==> config.mk <==
export PLATFORM = sky130hd
export DESIGN_NAME = pipelined_addsub
export DESIGN_NICKNAME = d
export VERILOG_FILES = /design/src/rtl/addsub_pkg.sv /design/src/rtl/addsub_chunk.sv /design/src/rtl/pipelined_addsub.sv
export SDC_FILE = /design/constraint.sdc
export NUM_CORES = 1
export LEC_CHECK = 0
export CAP_MARGIN = 20
export CORE_MARGIN = 8
export CORE_UTILIZATION = 30
export DETAILED_ROUTE_END_ITERATION = 6
export PLACE_DENSITY = 0.52
export RECOVER_POWER = 50
export SLEW_MARGIN = 20
export SYNTH_ARGS = -nofsm -noshare
export SYNTH_HDL_FRONTEND = slang
export SYNTH_SLANG_ARGS = --single-unit
==> constraint.sdc <==
create_clock -name clk -period 5.55 [get_ports clk]
set_input_delay 1.3875 -clock clk [delete_from_list [all_inputs] [get_ports clk]]
set_output_delay 1.3875 -clock clk [all_outputs]
set_load 0.02 [all_outputs]
==> src/rtl/addsub_pkg.sv <==
// Shared definitions for the pipelined add/subtract unit: operation
// encodings and the elaboration-time configuration check.
package addsub_pkg;

   localparam logic ADD = 1'b0;
   localparam logic SUB = 1'b1;

   // True when the operand width splits into whole, non-empty slices.
   function automatic bit chunk_cfg_ok(input int width, input int chunk);
      if (chunk < 1) return 1'b0;
      return (width % chunk) == 0;
   endfunction

endpackage

==> src/rtl/addsub_chunk.sv <==
// Combinational CHUNK-bit ripple-carry slice; one instance per pipeline stage.
// c_msb exposes the carry into the slice's top bit for signed overflow.
module addsub_chunk #(
   parameter int CHUNK = 4
) (
   input  logic [CHUNK-1:0] x,
   input  logic [CHUNK-1:0] y,
   input  logic             cin,
   output logic [CHUNK-1:0] s,
   output logic             cout,
   output logic             c_msb
);

   logic [CHUNK:0] carry;

   // Ripple the carry bit by bit through the slice.
   always_comb begin
      carry    = '0;
      s        = '0;
      carry[0] = cin;
      for (int i = 0; i < CHUNK; i++) begin
         s[i]       = x[i] ^ y[i] ^ carry[i];
         carry[i+1] = (x[i] & y[i]) | (carry[i] & (x[i] ^ y[i]));
      end
      cout  = carry[CHUNK];
      c_msb = carry[CHUNK-1];
   end

endmodule

==> src/rtl/pipelined_addsub.sv <==
// Pipelined two's-complement add/subtract. Each stage adds one CHUNK-bit
// slice and carries the remaining operand bits forward; per-stage valid
// bits with a ready chain let empty stages fill while the output stalls.
module pipelined_addsub
   import addsub_pkg::*;
#(
   parameter int WIDTH = 16,
   parameter int CHUNK = 4
) (
   input  logic             clk,
   input  logic             rst_n,
   input  logic             in_valid,
   output logic             in_ready,
   input  logic             sub,
   input  logic [WIDTH-1:0] a,
   input  logic [WIDTH-1:0] b,
   output logic             out_valid,
   input  logic             out_ready,
   output logic [WIDTH:0]   z,
   output logic             ovf
);

   localparam int STAGES = WIDTH / CHUNK;

   if (!chunk_cfg_ok(WIDTH, CHUNK)) begin : g_cfg_err
      $error("pipelined_addsub: WIDTH must be a positive multiple of CHUNK");
   end

   // Stage registers
   logic [STAGES-1:0] v_q;
   logic [WIDTH-1:0]  a_q [STAGES];
   logic [WIDTH-1:0]  b_q [STAGES];
   logic [WIDTH-1:0]  s_q [STAGES];
   logic [STAGES-1:0] c_q;
   logic              m_q;

   // Stage inputs (from the port for stage 0, previous stage otherwise)
   logic [WIDTH-1:0]  a_src [STAGES];
   logic [WIDTH-1:0]  b_src [STAGES];
   logic [WIDTH-1:0]  s_src [STAGES];
   logic [STAGES-1:0] c_src;
   logic [STAGES-1:0] v_src;

   logic [WIDTH-1:0]  s_d   [STAGES];
   logic [CHUNK-1:0]  sum_c [STAGES];
   logic              co_c  [STAGES];
   logic              cm_c  [STAGES];
   logic [STAGES:0]   rdy;
   logic [STAGES-1:0] ld;

   // Select each stage's operands: b is inverted and sub becomes carry-in.
   always_comb begin
      c_src    = '0;
      v_src    = '0;
      a_src[0] = a;
      b_src[0] = (sub == SUB) ? ~b : b;
      s_src[0] = '0;
      c_src[0] = (sub == SUB);
      v_src[0] = in_valid;
      for (int k = 1; k < STAGES; k++) begin
         a_src[k] = a_q[k-1];
         b_src[k] = b_q[k-1];
         s_src[k] = s_q[k-1];
         c_src[k] = c_q[k-1];
         v_src[k] = v_q[k-1];
      end
   end

   // Ready chain from the consumer back to the input; an empty stage is always ready.
   always_comb begin
      rdy         = '0;
      rdy[STAGES] = out_ready;
      for (int k = STAGES - 1; k >= 0; k--) begin
         rdy[k] = !v_q[k] || rdy[k+1];
      end
   end

   assign ld = rdy[STAGES-1:0] & v_src;

   for (genvar g = 0; g < STAGES; g++) begin : g_stage
      addsub_chunk #(.CHUNK(CHUNK)) u_chunk (
         .x     (a_src[g][g*CHUNK +: CHUNK]),
         .y     (b_src[g][g*CHUNK +: CHUNK]),
         .cin   (c_src[g]),
         .s     (sum_c[g]),
         .cout  (co_c[g]),
         .c_msb (cm_c[g])
      );
   end

   // Merge each stage's new sum slice into the partial sum it received.
   always_comb begin
      for (int k = 0; k < STAGES; k++) begin
         s_d[k] = s_src[k];
         s_d[k][k*CHUNK +: CHUNK] = sum_c[k];
      end
   end

   // Stage valid bits advance whenever the stage's downstream can take data.
   always_ff @(posedge clk) begin
      if (!rst_n) begin
         v_q <= '0;
      end else begin
         for (int k = 0; k < STAGES; k++) begin
            if (rdy[k]) v_q[k] <= v_src[k];
         end
      end
   end

   // Stage data loads only with a valid beat, so stalled results hold steady.
   always_ff @(posedge clk) begin
      if (!rst_n) begin
         for (int k = 0; k < STAGES; k++) begin
            a_q[k] <= '0;
            b_q[k] <= '0;
            s_q[k] <= '0;
         end
         c_q <= '0;
         m_q <= 1'b0;
      end else begin
         for (int k = 0; k < STAGES; k++) begin
            if (ld[k]) begin
               a_q[k] <= a_src[k];
               b_q[k] <= b_src[k];
               s_q[k] <= s_d[k];
               c_q[k] <= co_c[k];
            end
         end
         if (ld[STAGES-1]) m_q <= cm_c[STAGES-1];
      end
   end

   assign in_ready  = rdy[0];
   assign out_valid = v_q[STAGES-1];
   assign z         = {c_q[STAGES-1], s_q[STAGES-1]};
   assign ovf       = c_q[STAGES-1] ^ m_q;

endmodule

==> results.json, run 1 <==
{
  "root_buffer": "clkbuf_16",
  "layout_setup_ws_ns": 0.9903,
  "synth_fp_nets": 344,
  "drc_errors": 0,
  "reg2reg_from": "v_q[3]",
  "ios": 57,
  "drive_gt1_share_pct": 5.698,
  "netlist_area_mm2": 0.004218,
  "min_from": "s_q[1][2]",
  "cts_resized": 0,
  "gr-total-overflow": 0,
  "post_cts_hold_buffer_count": 0,
  "clk_latency_ns": 0.33,
  "start_util_pct": 30.50,
  "synth_most_common_cell": "edfxtp_1",
  "fillers": 1322,
  "hold_viol_final": 0,
  "clock-sinks": 97,
  "crit_type": "primary input to output port",
  "status": "complete, but fails checks",
  "fin_skew_ns": 0.008984,
  "grt_max_degree": 29,
  "synth.largest_area_cell": "edfxtp_1",
  "min_period_over_period_pct": 82.16,
  "tightest_slew_ns": 1.930,
  "endpoint_kind": "output port",
  "final-seq-area_mm2": 0.002823,
  "portBuffers": 56,
  "grt_use_total_pct": 7.218,
  "clock_path_buffers": 2,
  "max-slew-margin-rel_pct": -29.52,
  "place_inst": 516,
  "cp_max_fo": 5,
  "cts_tree": "yes",
  "reg2reg_to": "a_q[0][28]",
  "violations": "capacitance limit, slew limit",
  "vdd_ir_drop_max_v": 0.0001497,
  "r2r_slack_ns": 2.97,
  "hold_class": "flip-flop to flip-flop",
  "postCtsSetupBuffers": 0,
  "hold_ws_ns": 0.5107,
  "grt_pass1_wl_um": 10340,
  "finalNetCount": 399,
  "reg2reg_depth": 2,
  "seq_area_frac_synth_pct": 66.92,
  "antenna_cells": 0,
  "multi_input_area_mm2": 0.001189,
  "hold_path_depth": 1,
  "pre_cts_ws_ns": 1.180,
  "fp.coreArea_mm2": 0.01383,
  "synth-async-reset-ratio_pct": 0,
  "synth_area_leaders": "edfxtp_1 (63%), and2_1 (10%), fa_1 (7.1%), dfxtp_1 (4.3%), xnor2_1 (2.9%)",
  "arrival_ns": 3.17,
  "clk_pin_slew_ns": 0.07,
  "syn_area_per_cell_um2": 14.44,
  "cpMaxStageDelayCell": "dlygate4sd3_1",
  "die_y_um": 134.6,
  "utilization_pct": 37.95,
  "worstPathCellList": "dlygate4sd3_1, and4b_1, nand2_1, clkdlybuf4s50_1",
  "ys_top_cells_by_count": "edfxtp_1 (88), and2_1 (68), inv_1 (29), nor2_1 (18), fa_1 (15)",
  "routed_via_density": 3.925,
  "rows": 43,
  "die_x_um": 134.6,
  "finalWeightedCongestion": 0.7197,
  "die-area_mm2": 0.01811,
  "drt-total-wl_um": 6339,
  "synth.distinct_cells": 33,
  "vias": 2084,
  "htree_levels": 3,
  "tns_ns": 0,
  "numCtsBuffers": 9,
  "maxCapViolCount": 1,
  "drtPass1Iterations": 4,
  "ys_ff_latch": 97,
  "dp_hpwl_um": 4807,
  "rsz0062_at_grt": "false",
  "holdPathEnd": "s_q[2][2]",
  "fin_crit_ns": 4.560,
  "slowest_delay_ns": 0.60,
  "fmax_mhz": 219.3,
  "syn_to_final_growth_pct": 24.41,
  "grt_pass1_vias": 2179,
  "cp-start-kind": "primary input",
  "antenna_found_initial": 0,
  "p_leak_nw": 1.982,
  "drtIter0Drc": 151,
  "syn_inst": 292,
  "yosys_warnings": 0,
  "synthFlopType": "edfxtp_1",
  "drv_slew": 25,
  "synth_top_area_share_pct": 62.65,
  "setup_viol": 0,
  "ant_nets": 0,
  "p_per_area_mw_per_mm2": 319.4,
  "worst-endpoint-required_ns": 4.16,
  "synth_edf_count": 88,
  "wl_per_cell_um": 11.94,
  "layout.cells.non_filler": 531
}
[where the power goes]
group | switching, mW | leakage (nW) | internal [mW]
combinational | 0.0666 | 0.816 | 0.0617
clock | 0.250 | 0.155 | 0.438
sequential | 0.0144 | 1.01 | 0.845
total | 0.331 | 1.98 | 1.34
[logic make-up after synthesis]
logic type      after synthesis  synth area share (%)
xor+xnor                     17                 3.530
buf+inv                      42                 4.687
simple gates                104                 14.60
mux                           1                0.2670
flops                        97                 66.92
fa+ha+maj                    15                 7.120
compound gates               16                 2.878
[worst max-delay path, delay by kind of cell]
kind,cells,cell delay [ns]
AND/OR/NAND/NOR,2,0.60
buffers and inverters,2,1.19
[area by class of cell]
type,instances,area share [%]
well taps,180,4.292
multi-input cells,153,22.65
repair buffers,57,10.82
inverters,29,2.074
flip-flops and latches,97,53.79
clock buffers,10,4.363
clock inverters,5,2.003
[worst max-delay path by stage]
stage                     cells after the start  slack, ns          to  startpoint
after floorplan                               2       1.77  a_q[0][24]   out_ready
after global routing                          4       0.93    in_ready   out_ready
final                                         4       0.99    in_ready   out_ready
after CTS                                     4       1.17    in_ready   out_ready
after detailed placement                      4       1.18    in_ready   out_ready
after global placement                        4       1.21    in_ready   out_ready
[registers in the layout, summed over array words and instances (netlist names)]
signal	count
a_q	24
s_q	40
m_q	1
v_q	4
c_q	4
b_q	24
[layer usage]
| layer | GRT usage, % | wire (um) | up-vias |
|---|---|---|---|
| li1 | - | - | 1082 |
| met1 | 8.847 | 3077 | 941 |
| met2 | 11.14 | 2753 | 52 |
| met3 | 2.340 | 392 | 9 |
| met4 | 3.743 | 115 | 0 |
| met5 | 0 | 0 | - |
[per-stage QoR]
stage / power (mW) / cell area (um^2)
final: 1.676 / 5248
after floorplan: 0.9498 / 4218
after detailed placement: 1.012 / 4933
after global placement: 1.009 / 4926
after CTS: 1.693 / 5268
after global routing: 1.735 / 5248
[cell usage in the layout, fill, tap and decap left out, types with 7 or more instances in the layout]
| cell type | count |
|---|---|
| and2_0 | 16 |
| edfxtp_1 | 88 |
| a21oi_1 | 7 |
| dfxtp_1 | 9 |
| dlygate4sd3_1 | 21 |
| inv_1 | 29 |
| fa_1 | 15 |
| clkbuf_16 | 9 |
| nor2_1 | 18 |
| and2_1 | 52 |
| xnor2_1 | 14 |
| clkdlybuf4s50_1 | 35 |
Power figures use the tool's default switching activity.
==> run 2: changes to the inputs <==
PLACE_DENSITY = 0.54   (was 0.52)
clock period = 3.9 ns   (was 5.55 ns; I/O delays follow)
==> run 2 against run 1 <==
The run now ends clean. Wire length rose by 2.5%. Global-route usage is 0.23 points higher. Via count up 1.1%. Non-clock buffer count is 4 higher. Largest cell class unchanged. Largest power group unchanged.
==> results.json, run 2 (synthesis gave the netlist of run 1 again) <==
{
  "clock-sinks": 97,
  "min_from": "m_q",
  "min_period_over_period_pct": 93.10,
  "cpMaxStageDelayCell": "dlygate4sd3_1",
  "finalWeightedCongestion": 0.7180,
  "maxCapViolCount": 0,
  "fillers": 1301,
  "r2r_slack_ns": 1.55,
  "hold_class": "flip-flop to flip-flop",
  "combPwrFrac_pct": 8.1,
  "final_common_cell": "edfxtp_1",
  "clk_latency_ns": 0.34,
  "p_per_area_mw_per_mm2": 439.6,
  "finalNetCount": 403,
  "endpoint_kind": "output port",
  "max-slew-margin-rel_pct": 9.719,
  "holdPathEnd": "m_q",
  "reg2reg_from": "b_q[0][24]",
  "dp_hpwl_um": 4982,
  "drv_slew": 0,
  "portBuffers": 56,
  "final_cell_mix": "edfxtp_1 (88), and2_1 (38), clkdlybuf4s50_1 (37)",
  "postCtsSetupBuffers": 0,
  "reg2reg_to": "s_q[2][11]",
  "hold_path_depth": 1,
  "worst-endpoint-required_ns": 2.92,
  "cts_tree": "yes",
  "cts_resized": 0,
  "drt-total-wl_um": 6497,
  "rows": 43,
  "grt_max_degree": 22,
  "cp_max_fo": 5,
  "fp.coreArea_mm2": 0.01383,
  "layout.cells.non_filler": 536,
  "tightest_slew_ns": 1.346,
  "rsz0062_at_grt": "false",
  "tns_ns": 0,
  "place_inst": 520,
  "routed_via_density": 3.929,
  "grt_pass1_vias": 2194,
  "die-area_mm2": 0.01811,
  "slowest_delay_ns": 0.60,
  "grt_use_total_pct": 7.449,
  "drtPass1Iterations": 4,
  "drc_errors": 0,
  "die_y_um": 134.6,
  "largest_reg_flops": 40,
  "regMostFlops": "s_q",
  "antenna_found_initial": 0,
  "drive_gt1_share_pct": 6.461,
  "vdd_ir_drop_max_v": 0.0001928,
  "ios": 57,
  "start_util_pct": 30.50,
  "intPower_mw": 1.795,
  "crit_type": "primary input to output port",
  "cp-start-kind": "primary input",
  "clockPowerShare_pct": 38.8,
  "power.switching_mw": 0.5029,
  "critical-path-top-delay-family": "buffers and inverters",
  "wl_per_cell_um": 12.12,
  "arrival_ns": 2.66,
  "status": "complete, no violations",
  "drtIter0Drc": 141,
  "hold_viol_final": 0,
  "fmax_mhz": 275.4,
  "vias": 2106,
  "worstPathCellList": "dlygate4sd3_1, and4b_4, nand2_1, clkdlybuf4s50_1",
  "clock_path_buffers": 2,
  "die_x_um": 134.6,
  "fin_crit_ns": 3.631,
  "gr-total-overflow": 0,
  "root_buffer": "clkbuf_16",
  "setup_viol": 0,
  "fin_skew_ns": 0.01027,
  "clk_pin_slew_ns": 0.06,
  "sw_frac_of_total_pct": 21.89,
  "p_leak_nw": 1.969,
  "grt_pass1_wl_um": 10540,
  "reg.largest.list": "s_q: 40 flops, a_q: 24 flops, b_q: 24 flops",
  "critPathBufInv": 2,
  "post_cts_hold_buffer_count": 0,
  "seq_power_share_pct": 53.2,
  "antenna_cells": 0,
  "ant_nets": 0,
  "reg2reg_depth": 8,
  "syn_to_final_growth_pct": 23.91,
  "htree_levels": 3,
  "numCtsBuffers": 9
}
-- run 2: stage by stage --
| step | power (mW) | setup WS (ns) | cell area [um^2] | hold WS (ns) | util, % |
|---|---|---|---|---|---|
| after floorplan | 1.352 | 0.5317 | 4218 | 0.4701 | - |
| after global placement | 1.438 | 0.3850 | 4956 | 0.4950 | 35.84 |
| after detailed placement | 1.443 | 0.3538 | 4956 | 0.5014 | 35.84 |
| after CTS | 2.328 | 0.3358 | 5256 | 0.5179 | 38.01 |
| after global routing | 2.385 | 0.2062 | 5226 | 0.5307 | 37.80 |
| final | 2.297 | 0.2692 | 5226 | 0.5131 | 37.80 |
-- run 2: area by class of cell --
cell class	instances	area, um^2	area share, %
Timing Repair Buffer	61	590.6	11.30
Clock buffer	9	225.2	4.309
Tap cell	180	225.2	4.309
Multi-Input combinational cell	153	1179	22.55
Inverter	29	108.9	2.083
Sequential cell	97	2823	54.01
Clock inverter	7	75.07	1.436
-- run 2: worst max path at each step --
stage,from,end,cells after the start,slack (ns)
2_1_floorplan,out_ready,a_q[0][24],2,0.53
3_3_place_gp,out_ready,in_ready,4,0.39
3_5_place_dp,out_ready,in_ready,4,0.35
4_1_cts,out_ready,in_ready,4,0.34
5_1_grt,out_ready,in_ready,4,0.21
6_report,out_ready,in_ready,4,0.27
-- run 2: power by group through the flow --
stage | logic [mW] | registers (mW) | clock network [mW]
global route | 0.209 | 1.23 | 0.947
finish | 0.185 | 1.22 | 0.891
global placement | 0.193 | 1.24 | 0
floorplan | 0.101 | 1.25 | 0
detailed placement | 0.197 | 1.25 | 0
CTS | 0.197 | 1.22 | 0.908
-- run 2: per-layer routing --
layer | vias up | track usage (%) | wire [um]
met2 | 50 | 11.34 | 2923
met4 | 0 | 4.679 | 112
met5 | - | 0 | 0
met3 | 8 | 2.526 | 392
li1 | 1094 | - | -
met1 | 954 | 8.894 | 3069
==> run 3: changes to the inputs <==
CORE_MARGIN = 2   (was 8)
==> run 3 against run 2 <==
Critical path depth unchanged. Register-to-register slack is essentially flat. Clock-buffer cell count grew 1. Global-route usage up 1.5 points. Design area is essentially flat. Via count decreased by 0.66%. Final cell count unchanged. The run now ends with capacitance limit left. Sequential cell count unchanged. Setup slack improved by 0.025 ns.
==> results.json, run 3 (synthesis gave the netlist of run 1 again) <==
{
  "cts_resized": 0,
  "rows": 43,
  "fin_crit_ns": 3.606,
  "hold_class": "flip-flop to flip-flop",
  "antenna_cells": 0,
  "vias": 2092,
  "arrival_ns": 2.63,
  "combPwrFrac_pct": 8.0,
  "post_cts_hold_buffer_count": 0,
  "finalWeightedCongestion": 0.7038,
  "largest_reg_flops": 40,
  "drtPass1Iterations": 4,
  "postCtsSetupBuffers": 0,
  "clk_latency_ns": 0.34,
  "endpoint_kind": "output port",
  "numCtsBuffers": 9,
  "tns_ns": 0,
  "seq_power_share_pct": 53.6,
  "drc_errors": 0,
  "die_y_um": 122.6,
  "final_cell_mix": "edfxtp_1 (88), and2_0 (41), clkdlybuf4s50_1 (37)",
  "min_period_over_period_pct": 92.46,
  "clock_path_buffers": 2,
  "ios": 57,
  "grt_pass1_wl_um": 9929,
  "design_area_mm2": 0.005229,
  "die_x_um": 122.6,
  "clockPowerShare_pct": 38.4,
  "intPower_mw": 1.805,
  "status": "complete, but fails checks",
  "p_leak_nw": 1.945,
  "antenna_found_initial": 0,
  "p_per_area_mw_per_mm2": 436.1,
  "total_power_mw": 2.280,
  "place_area_mm2": 0.004956,
  "layout.cells.non_filler": 536,
  "grt_pass1_vias": 2034,
  "setup_viol": 0,
  "reg.largest.list": "s_q: 40 flops, a_q: 24 flops, b_q: 24 flops",
  "grt_max_degree": 23,
  "die-area_mm2": 0.01502,
  "gr-total-overflow": 0,
  "place_inst": 520,
  "drive_gt1_share_pct": 6.180,
  "cp_max_fo": 5,
  "cts_tree": "yes",
  "ant_nets": 0,
  "power.switching_mw": 0.4749,
  "finalNetCount": 403,
  "wl_per_cell_um": 11.06,
  "start_util_pct": 30.50,
  "fp.coreArea_mm2": 0.01383,
  "max-slew-margin-rel_pct": 0.3318,
  "grt_use_total_pct": 8.925,
  "fin_skew_ns": 0.006884,
  "htree_levels": 3,
  "final_common_cell": "edfxtp_1",
  "violations": "capacitance limit",
  "routed_via_density": 3.903,
  "tightest_slew_ns": 1.486,
  "dp_hpwl_um": 4571,
  "hold_viol_final": 0,
  "portBuffers": 56,
  "vdd_ir_drop_max_v": 0.0001922,
  "cp-start-kind": "primary input",
  "fillers": 1298,
  "sw_frac_of_total_pct": 20.83,
  "clk_pin_slew_ns": 0.06,
  "maxCapViolCount": 1,
  "syn_to_final_growth_pct": 23.97,
  "crit_type": "primary input to output port",
  "drv_slew": 0,
  "root_buffer": "clkbuf_16",
  "worst-endpoint-required_ns": 2.92,
  "drtIter0Drc": 57,
  "clock-sinks": 97,
  "drt-total-wl_um": 5926,
  "fmax_mhz": 277.3,
  "rsz0062_at_grt": "false",
  "regMostFlops": "s_q"
}
## run 3: metrics by stage
stage,hold slack [ns],setup WS (ns),util [%]
global placement,0.4946,0.3904,35.84
global route,0.5308,0.2618,37.82
floorplan,0.4701,0.5317,-
detailed placement,0.5040,0.3837,35.84
CTS,0.5181,0.3707,38.06
finish,0.5123,0.2942,37.82
## run 3: power by group through the flow
stage	registers, mW	clock network [mW]	logic (mW)
6_report	1.22	0.876	0.183
3_5_place_dp	1.25	0	0.194
4_1_cts	1.22	0.896	0.195
5_1_grt	1.23	0.943	0.208
3_3_place_gp	1.24	0	0.192
2_1_floorplan	1.25	0	0.101
## run 3: final cells by class
type | instances | area [um^2] | share of cell area (%)
inverter | 29 | 108.9 | 2.082
multi-input combinational | 153 | 1175 | 22.47
tap | 180 | 225.2 | 4.307
clock buffer | 10 | 239.0 | 4.570
clock inverter | 6 | 67.56 | 1.292
sequential | 97 | 2823 | 53.98
timing repair buffer | 61 | 590.6 | 11.29
## run 3: worst paths after layout
kind,start,to,slack [ns],depth (start not counted)
max,out_ready,in_ready,0.29,4
min,m_q,m_q,0.51,1
max reg2reg,b_q[0][24],s_q[2][11],1.54,8
min reg2reg,m_q,m_q,0.51,1
## run 3: layer usage
layer  routed length (um)  GRT usage (%)  share of wire, %
met5                    0              0                 0
met4                   89          3.879               1.5
met3                  357          3.625               6.0
met2                 2685          13.75                45
met1                 2794          11.07                47
## run 3: worst max-delay path, cell delays in order
cell and delay (ns):
dlygate4sd3_1 0.59, and4b_4 0.38, nand2_1 0.10, clkdlybuf4s50_1 0.58
